### src/rtl/ccff_pkg.sv
// Shared types and constants for the ccff chain loader: FSM states, CRC-16-CCITT
// constants and a small count helper.
package ccff_pkg;

   typedef enum logic [1:0] {
      IDLE  = 2'd0,
      FETCH = 2'd1,
      SHIFT = 2'd2,
      DONE  = 2'd3
   } ccff_state_e;

   localparam logic [15:0] CRC16_POLY = 16'h1021;
   localparam logic [15:0] CRC16_INIT = 16'hFFFF;

   function automatic int unsigned min_cnt(input int unsigned a, input int unsigned b);
      return (a < b) ? a : b;
   endfunction

endpackage

### src/rtl/ccff_tail_crc16.sv
// Serial CRC-16-CCITT (MSB-first) over the bits emerging from ccff_tail.
// Only instantiated when CCFF_TAIL_READBACK_EN is defined.
module ccff_tail_crc16
   import ccff_pkg::*;
(
   input  logic        i_clk,
   input  logic        i_rst,
   input  logic        i_init,
   input  logic        i_sample,
   input  logic        i_bit,
   output logic [15:0] o_crc
);

   logic [15:0] r_crc;
   logic        w_fb;

   assign w_fb = r_crc[15] ^ i_bit;

   always_ff @(posedge i_clk) begin
      if (i_rst || i_init) begin
         r_crc <= CRC16_INIT;
      end else if (i_sample) begin
         r_crc <= {r_crc[14:0], 1'b0} ^ (w_fb ? CRC16_POLY : 16'h0000);
      end
   end

   assign o_crc = r_crc;

endmodule

### src/rtl/ccff_chain_loader.sv
// Serializes bitstream words MSB-first onto the ccff chain and stops after CHAIN_LEN bits.
// Optional macro CCFF_TAIL_READBACK_EN adds readback_sig, a CRC-16 of the bits leaving ccff_tail.
module ccff_chain_loader
   import ccff_pkg::*;
#(
   parameter  int WORD_W    = 8,
   parameter  int CHAIN_LEN = 64,
   localparam int CNT_W     = $clog2(CHAIN_LEN + 1)
)(
   input  logic              prog_clk,
   input  logic              pReset,
   input  logic              start,
   input  logic [WORD_W-1:0] word_data,
   input  logic              word_valid,
   output logic              word_ready,
   output logic              ccff_head,
   output logic              ccff_shift_en,
   input  logic              ccff_tail,
   output logic              busy,
   output logic              done,
   output logic [CNT_W-1:0]  bits_left
`ifdef CCFF_TAIL_READBACK_EN
   ,
   output logic [15:0]       readback_sig
`endif
);

   localparam int IDX_W = $clog2(WORD_W + 1);

   ccff_state_e       r_state;
   ccff_state_e       w_state_nxt;

   logic [WORD_W-1:0] r_shreg;
   logic [IDX_W-1:0]  r_bit_idx;
   logic [CNT_W-1:0]  r_bits_left;
   logic              r_head;
   logic              r_shift_en;
   logic              r_busy;
   logic              r_done;

   logic              w_word_ready;
   logic              w_fire;
   logic              w_shift;
   logic              w_load_start;

   // NOTE: sequential state uses non-blocking assignments so every flop samples pre-edge values.
   always_ff @(posedge prog_clk) begin
      if (pReset) begin
         r_state <= IDLE;
      end else begin
         r_state <= w_state_nxt;
      end
   end

   // NOTE: default assignment first so no path through the case can infer a latch.
   always_comb begin
      w_state_nxt = r_state;
      case (r_state)
         IDLE:    if (start)      w_state_nxt = FETCH;
         FETCH:   if (word_valid) w_state_nxt = SHIFT;
         SHIFT: begin
            if (r_bits_left == CNT_W'(1))     w_state_nxt = DONE;
            else if (r_bit_idx == IDX_W'(1))  w_state_nxt = FETCH;
         end
         DONE:    w_state_nxt = IDLE;
         default: w_state_nxt = IDLE;
      endcase
   end

   always_comb begin
      w_word_ready = (r_state == FETCH);
      w_fire       = w_word_ready && word_valid;
      w_shift      = (r_state == SHIFT);
      w_load_start = (r_state == IDLE) && start;
   end

   // Datapath: a partial last word only loads bits_left into bit_idx, so its low bits never leave.
   always_ff @(posedge prog_clk) begin
      if (pReset) begin
         r_shreg     <= '0;
         r_bit_idx   <= '0;
         r_bits_left <= '0;
         r_head      <= 1'b0;
         r_shift_en  <= 1'b0;
         r_busy      <= 1'b0;
         r_done      <= 1'b0;
      end else begin
         r_shift_en <= w_shift;
         r_done     <= (r_state == DONE);

         if (w_load_start) begin
            r_bits_left <= CNT_W'(CHAIN_LEN);
            r_busy      <= 1'b1;
         end

         if (r_state == DONE) begin
            r_busy <= 1'b0;
         end

         if (w_fire) begin
            r_shreg   <= word_data;
            r_bit_idx <= IDX_W'(min_cnt(WORD_W, 32'(r_bits_left)));
         end

         if (w_shift) begin
            r_head      <= r_shreg[WORD_W-1];
            r_shreg     <= r_shreg << 1;
            r_bits_left <= r_bits_left - CNT_W'(1);
            r_bit_idx   <= r_bit_idx - IDX_W'(1);
         end
      end
   end

   assign word_ready    = w_word_ready;
   assign ccff_head     = r_head;
   assign ccff_shift_en = r_shift_en;
   assign busy          = r_busy;
   assign done          = r_done;
   assign bits_left     = r_bits_left;

`ifdef CCFF_TAIL_READBACK_EN
   ccff_tail_crc16 u_tail_crc (
      .i_clk    (prog_clk),
      .i_rst    (pReset),
      .i_init   (w_load_start),
      .i_sample (r_shift_en),
      .i_bit    (ccff_tail),
      .o_crc    (readback_sig)
   );
`else
   logic w_unused_tail;
   assign w_unused_tail = ccff_tail;
`endif

endmodule

### config.mk
export PLATFORM = sky130hd
export DESIGN_NAME = ccff_chain_loader
export DESIGN_NICKNAME = d
export VERILOG_FILES = /design/src/rtl/ccff_pkg.sv /design/src/rtl/ccff_tail_crc16.sv /design/src/rtl/ccff_chain_loader.sv
export SDC_FILE = /design/constraint.sdc
export NUM_CORES = 1
export LEC_CHECK = 0
export BUFFER_PORTS_ARGS = -buffer_cell sky130_fd_sc_hd__buf_4
export CORE_AREA = 3 3 53 55
export CTS_CLUSTER_DIAMETER = 50
export DETAILED_ROUTE_END_ITERATION = 6
export DIE_AREA = 0 0 56 58
export GPL_TIMING_DRIVEN = 0
export PLACE_DENSITY = 0.75
export SYNTH_ARGS = -nofsm -noshare
export SYNTH_HDL_FRONTEND = slang
export SYNTH_HIERARCHICAL = 1
export SYNTH_SLANG_ARGS = --single-unit
### constraint.sdc
create_clock -name prog_clk -period 1.9 [get_ports prog_clk]
set_input_delay 0.19 -clock prog_clk [delete_from_list [all_inputs] [get_ports prog_clk]]
set_output_delay 0.19 -clock prog_clk [all_outputs]
set_load 0.05 [all_outputs]
# == Yosys cells after proc, flatten, opt, wreduce, memory -nomap -nowiden ==
# Index checks and enable logic that the tools add are counted.
# op_classes
magnitude_cmp,1
reduce_logical,8
n_eq_ne,8
mux,12
add_sub_neg,2
# op_table
operator,n
8-bit 2-to-1 mux,2
7-bit 2-to-1 mux,2
4-bit 2-to-1 mux,3
2-bit 2-to-1 mux,4
2-bit case mux with 4 select lines,1
7-bit by 1-bit equality test with 1-bit output (second input constant),1
4-bit by 7-bit less-than comparator with 1-bit output (first input constant),1
7-bit by 1-bit subtractor with 7-bit output (second input constant),1
2-bit equality test (second input constant),2
4-bit by 1-bit equality test with 1-bit output (second input constant),1
2-bit != test (second input constant),2
2-bit nonzero test,2
2-bit OR reduction,2
4-bit by 1-bit subtractor with 4-bit output (second input constant),1
3-bit by 1-bit != test with 1-bit output (second input constant),1
3-bit AND reduction,1
2-bit by 1-bit equality test with 1-bit output (second input constant),1
1-bit logical AND,2
2-bit logical NOT,1
# totals
in_bits,13
elab_cells,40
out_inout_bits,12
ff_bits,25

# == Longest topological paths before layout ==
# logic_depth
depth_word,4
ltp_mapped,5
depth_no_buf,5

# == Worst setup path after synthesis ==
# OpenSTA, ideal clock, no wires.
# synth_path
kind,reg2reg
from,register r_state[0]
to,register r_state[1]
stages_incl_launch_ff,4
n_path_buf,0
synth_period_minus_slack_ns,1.689
setup_ns,0.114
t_arrival_ns,1.575
path_slack_ns,0.211
cell_sequence,dfxtp_1 > nor2b_1 > nor2b_1 > a2111oi_0
# synth_between
elab_chain_len,3
elab_cells_between_ends,9
classes_between,6 x eq/ne; 1 x mux; 2 x reduce/logical
# synth_lines
element,line,text
start: declaration,ccff_chain_loader.sv:30,ccff_state_e r_state;
start signal: assignment,ccff_chain_loader.sv:51,r_state <= w_state_nxt;
2-bit by 1-bit equality test with 1-bit output *,-,
named net word_ready,ccff_chain_loader.sv:15,"output logic word_ready,"
2-bit != test (no line),-,
3-bit AND reduction (no line),-,
# Mark *: on every way through the listed nets, which the timed path passes. The rest lies on a longest branch.
# A chain may end at the register's enable or synchronous reset.

# == Final worst setup path ==
# layout_path
from,register r_state[0]
to,register r_bit_idx[0]
# layout_between
elab_chain_len,3
elab_cells_between_ends,5
classes_between,2 x eq/ne; 1 x mux; 2 x reduce/logical
# layout_lines
element,line,text
2-bit by 1-bit equality test with 1-bit output,ccff_chain_loader.sv:71,w_word_ready = (r_state == FETCH);
1-bit logical AND,ccff_chain_loader.sv:72,w_fire = w_word_ready && word_valid;
2-bit nonzero test (no line),-,
end signal: assignment,ccff_chain_loader.sv:102,"r_bit_idx <= IDX_W'(min_cnt(WORD_W, 32'(r_bits_left)));"
end signal: assignment,ccff_chain_loader.sv:109,r_bit_idx <= r_bit_idx - IDX_W'(1);
end: declaration,ccff_chain_loader.sv:34,logic [IDX_W-1:0] r_bit_idx;
# Several ways; a longest one is shown, not always the timed one.

==> run_results.csv <==
group,metric,value,unit
cells_and_area,register_area,500,sq um
route,m1WireLength,1.37,mm
clock_tree,cts-buffers-inserted,3,
job,drv_cap,0,
setup_path,cp-end-kind,"flop",
route,wl_met2,1.42,mm
timing,min_period_over_period,90.7,%
power,total_leakage_power,0.000563,uW
power,p_int,758,uW
setup_path,cp-start-kind,"flop",
cells_and_area,nets,190,
logic_synthesis,yosys.area.top_type_share,39.9,%
setup_path,required,2150,ps
cells_and_area,drive_above_1_share,19.2,%
setup_path,max_stage_delay,580,ps
placed_design,place_area,1460,sq um
setup_path,cp_max_fo,10,
setup_path,regToRegSetupSlack,180,ps
min_path,hold-path-cell-count,3,
timing,drv_slew,0,
logic_synthesis,yosysTopAreaCell,"dfxtp_1",
route,drt_iter0_markers,73,
clock_tree,postCtsSetupRepairBufs,0,
run_status,status,"complete, no violations",
die,ios,25,
logic_synthesis,synth_nets,163,
die,die_w,56,microns
min_path,hold_class,"in -> reg",
route,route.met3.wl,152,microns
logic_synthesis,synth_seq_cells,25,
power,seq_power_share,51.7,%
die,initial_core_util,51.5,%
clock_tree,cts_tree,"built",
route,detail_route.first_pass.iterations,4,
grt,grt_pass1_wl,4.83,mm
clock_tree,root_buffer,"clkbuf_4",
clock_tree,cts.hold.buffers_added,0,
grt,grt_usage,18.7,%
timing,relSlewSlack,62.7,%
timing,setup_viol_count_final,0,
die,die_h,58,microns
logic_synthesis,synthCells,146,
grt,grt_pass1_vias,1031,
setup_path,cp_slowest_cell,"or4_1",
clock_tree,path_clk_slew,150,ps
logic_synthesis,ys_async_sr_fraction,0,%
grt,antenna_found_initial,0,
timing,timing.fmax,580,MHz
setup_path,r2r-start,"r_state[0]",
cells_and_area,nFillCells,227,
cells_and_area,num_antenna_cells,0,
setup_path,crit_arrival,1970,ps
die,dieArea,3250,sq um
timing,min_period,1720,ps
min_path,hold_end,"r_shreg[6]",
power,p_switching,395,uW
power,p_sw_share,34.3,%
setup_path,rr_endpoint,"r_bit_idx[0]",
logic_synthesis,syn_area_per_cell,8.59,sq um
route,drc,0,
timing,worstMarginPinSlew,560,ps
power,power_frac_comb,26.3,%
logic_synthesis,synth_cell_types,40,
route,wire_per_inst,14.6,microns
min_path,hold_path.startpoint,"word_data[6]",
logic_synthesis,netlist_area,1250,sq um
logic_synthesis,ys_seq_area_share,39.9,%
die,rows,18,
cells_and_area,area_delta_synth_final,18.6,%
grt,grt_overflow,0,
placed_design,gp_routability_congestion,0.791,
clock_tree,clock_latency,330,ps
route,maxUsedRoutingLayer,"met4",
placed_design,portBuffers,22,
route,via_per_inst,6.00,
cells_and_area,final_cell_mix,"dfxtp_1, buf_4, a21oi_1, nand3_1",
timing,setup_tns,0,ps
power,powerDensity,776,nW/um^2
setup_path,worstSetupPathType,"reg -> reg",
clock_tree,htree_levels,1,
grt,grt_max_degree,16,
logic_synthesis,yosys_warnings,6,
route,ant_nets,0,
die,core,2430,sq um
cells_and_area,mostFrequentLayoutCell,"dfxtp_1",
timing,rsz0062_at_grt,"no",
timing,timing.final.hold_violations,0,
route,dr_total_vias,1212,
cells_and_area,design_area,1490,sq um
setup_path,r2r_cells,4,
power,ir_drop,0.000442,V
clock_tree,clock-sinks,25,
power,clockPowerShare,22.0,%
timing,finClkSkew,5.07,ps
clock_tree,cts_resized,0,
logic_synthesis,synth_ff_type,"dfxtp_1",
clock_tree,clock_path_buffers,2,
logic_synthesis,netlist_top_cells_area,"dfxtp_1, a21oi_1, nand3_1, a22oi_1, ha_1",
setup_path,crit_chain,"buf_2 > nand3b_1 > or4_1 > o31ai_1",
logic_synthesis,synth_edf_count,0,
route,routed_wl,2.96,mm
placed_design,hpwl,2.11,mm
cells_and_area,multi_input_area,691,sq um
## routing by layer
metal | vias up | GRT usage [%]
li1 | 594 | -
met1 | 578 | 25.8
met2 | 38 | 29.9
met3 | 2 | 2.45
met4 | 0 | 7.12
met5 | - | 0
## per-stage QoR
stage | util, % | std cells | setup WS (ps) | hold WS, ps | power (uW)
final | 61.1 | 202 | 177 | 132 | 1150
after floorplan | - | 146 | 211 | 365 | 818
after global placement | 59.9 | 198 | 251 | 440 | 902
after detailed placement | 59.9 | 198 | 251 | 448 | 908
after CTS | 61.1 | 202 | 210 | 121 | 1160
after global routing | 61.1 | 202 | 82.9 | 123 | 1210
## power groups by stage
stage          Combinational, uW  Sequential [uW]  Clock (uW)
4_1_cts                      303              595         261
5_1_grt                      331              603         279
3_3_place_gp                 298              604           0
2_1_floorplan                174              644           0
6_report                     304              596         254
3_5_place_dp                 302              606           0
## synth_stat cells, types with 2 or more instances
cell	n
a22oi_1	7
nor4_1	2
nor2b_1	3
nand3b_1	2
o211ai_1	2
and3b_1	3
buf_1	2
nand2b_1	4
clkbuf_1	3
nor2_1	7
a21oi_1	19
or3_1	2
ha_1	4
mux2i_1	2
nor3b_1	4
nand2_1	6
inv_1	4
dfxtp_1	25
buf_2	5
or4_1	3
nor3_1	5
nand3_1	11
a311oi_1	4
## critical path: cells and delay by family, from the launching register on
kind,cells,cell delay [ps]
DFF,1,420
AOI/OAI and AO/OA,1,80
and+or+nand+nor,2,930
buffers and inverters,1,210
## logic make-up after synthesis
family / synth area share, %
AO/OA/AOI/OAI: 21.4
XOR/XNOR: 0.699
adder cells (fa/ha/maj): 3.99
buffers and inverters: 4.99
flip-flops: 39.9
multiplexers: 1.60
AND/OR/NAND/NOR: 27.4
## sequential cells by signal, indices dropped and copies added, names as in the netlist
name	flops
ccff_head	1
r_bit_idx	4
bits_left	7
done	1
r_shreg	8
ccff_shift_en	1
busy	1
r_state	2
## layout make-up
type	count	area share, %
clock buffer	3	1.52
buffer	10	2.95
clock inverter	1	0.505
tap	30	2.53
inverter	5	1.26
sequential	25	33.7
multi-input combinational	106	46.5
timing repair buffer	22	11.1
## worst max path at each step
stage	start	depth (start not counted)	endpoint	slack (ps)
3_5_place_dp	r_state[0]	4	r_bit_idx[0]	250
4_1_cts	r_state[0]	4	r_bit_idx[0]	210
5_1_grt	r_state[0]	4	r_bit_idx[0]	80
3_3_place_gp	r_state[0]	4	r_bit_idx[0]	250
2_1_floorplan	r_state[0]	3	r_state[1]	210
6_report	r_state[0]	4	r_bit_idx[0]	180
No activity file was read; power rests on OpenSTA's default activity.
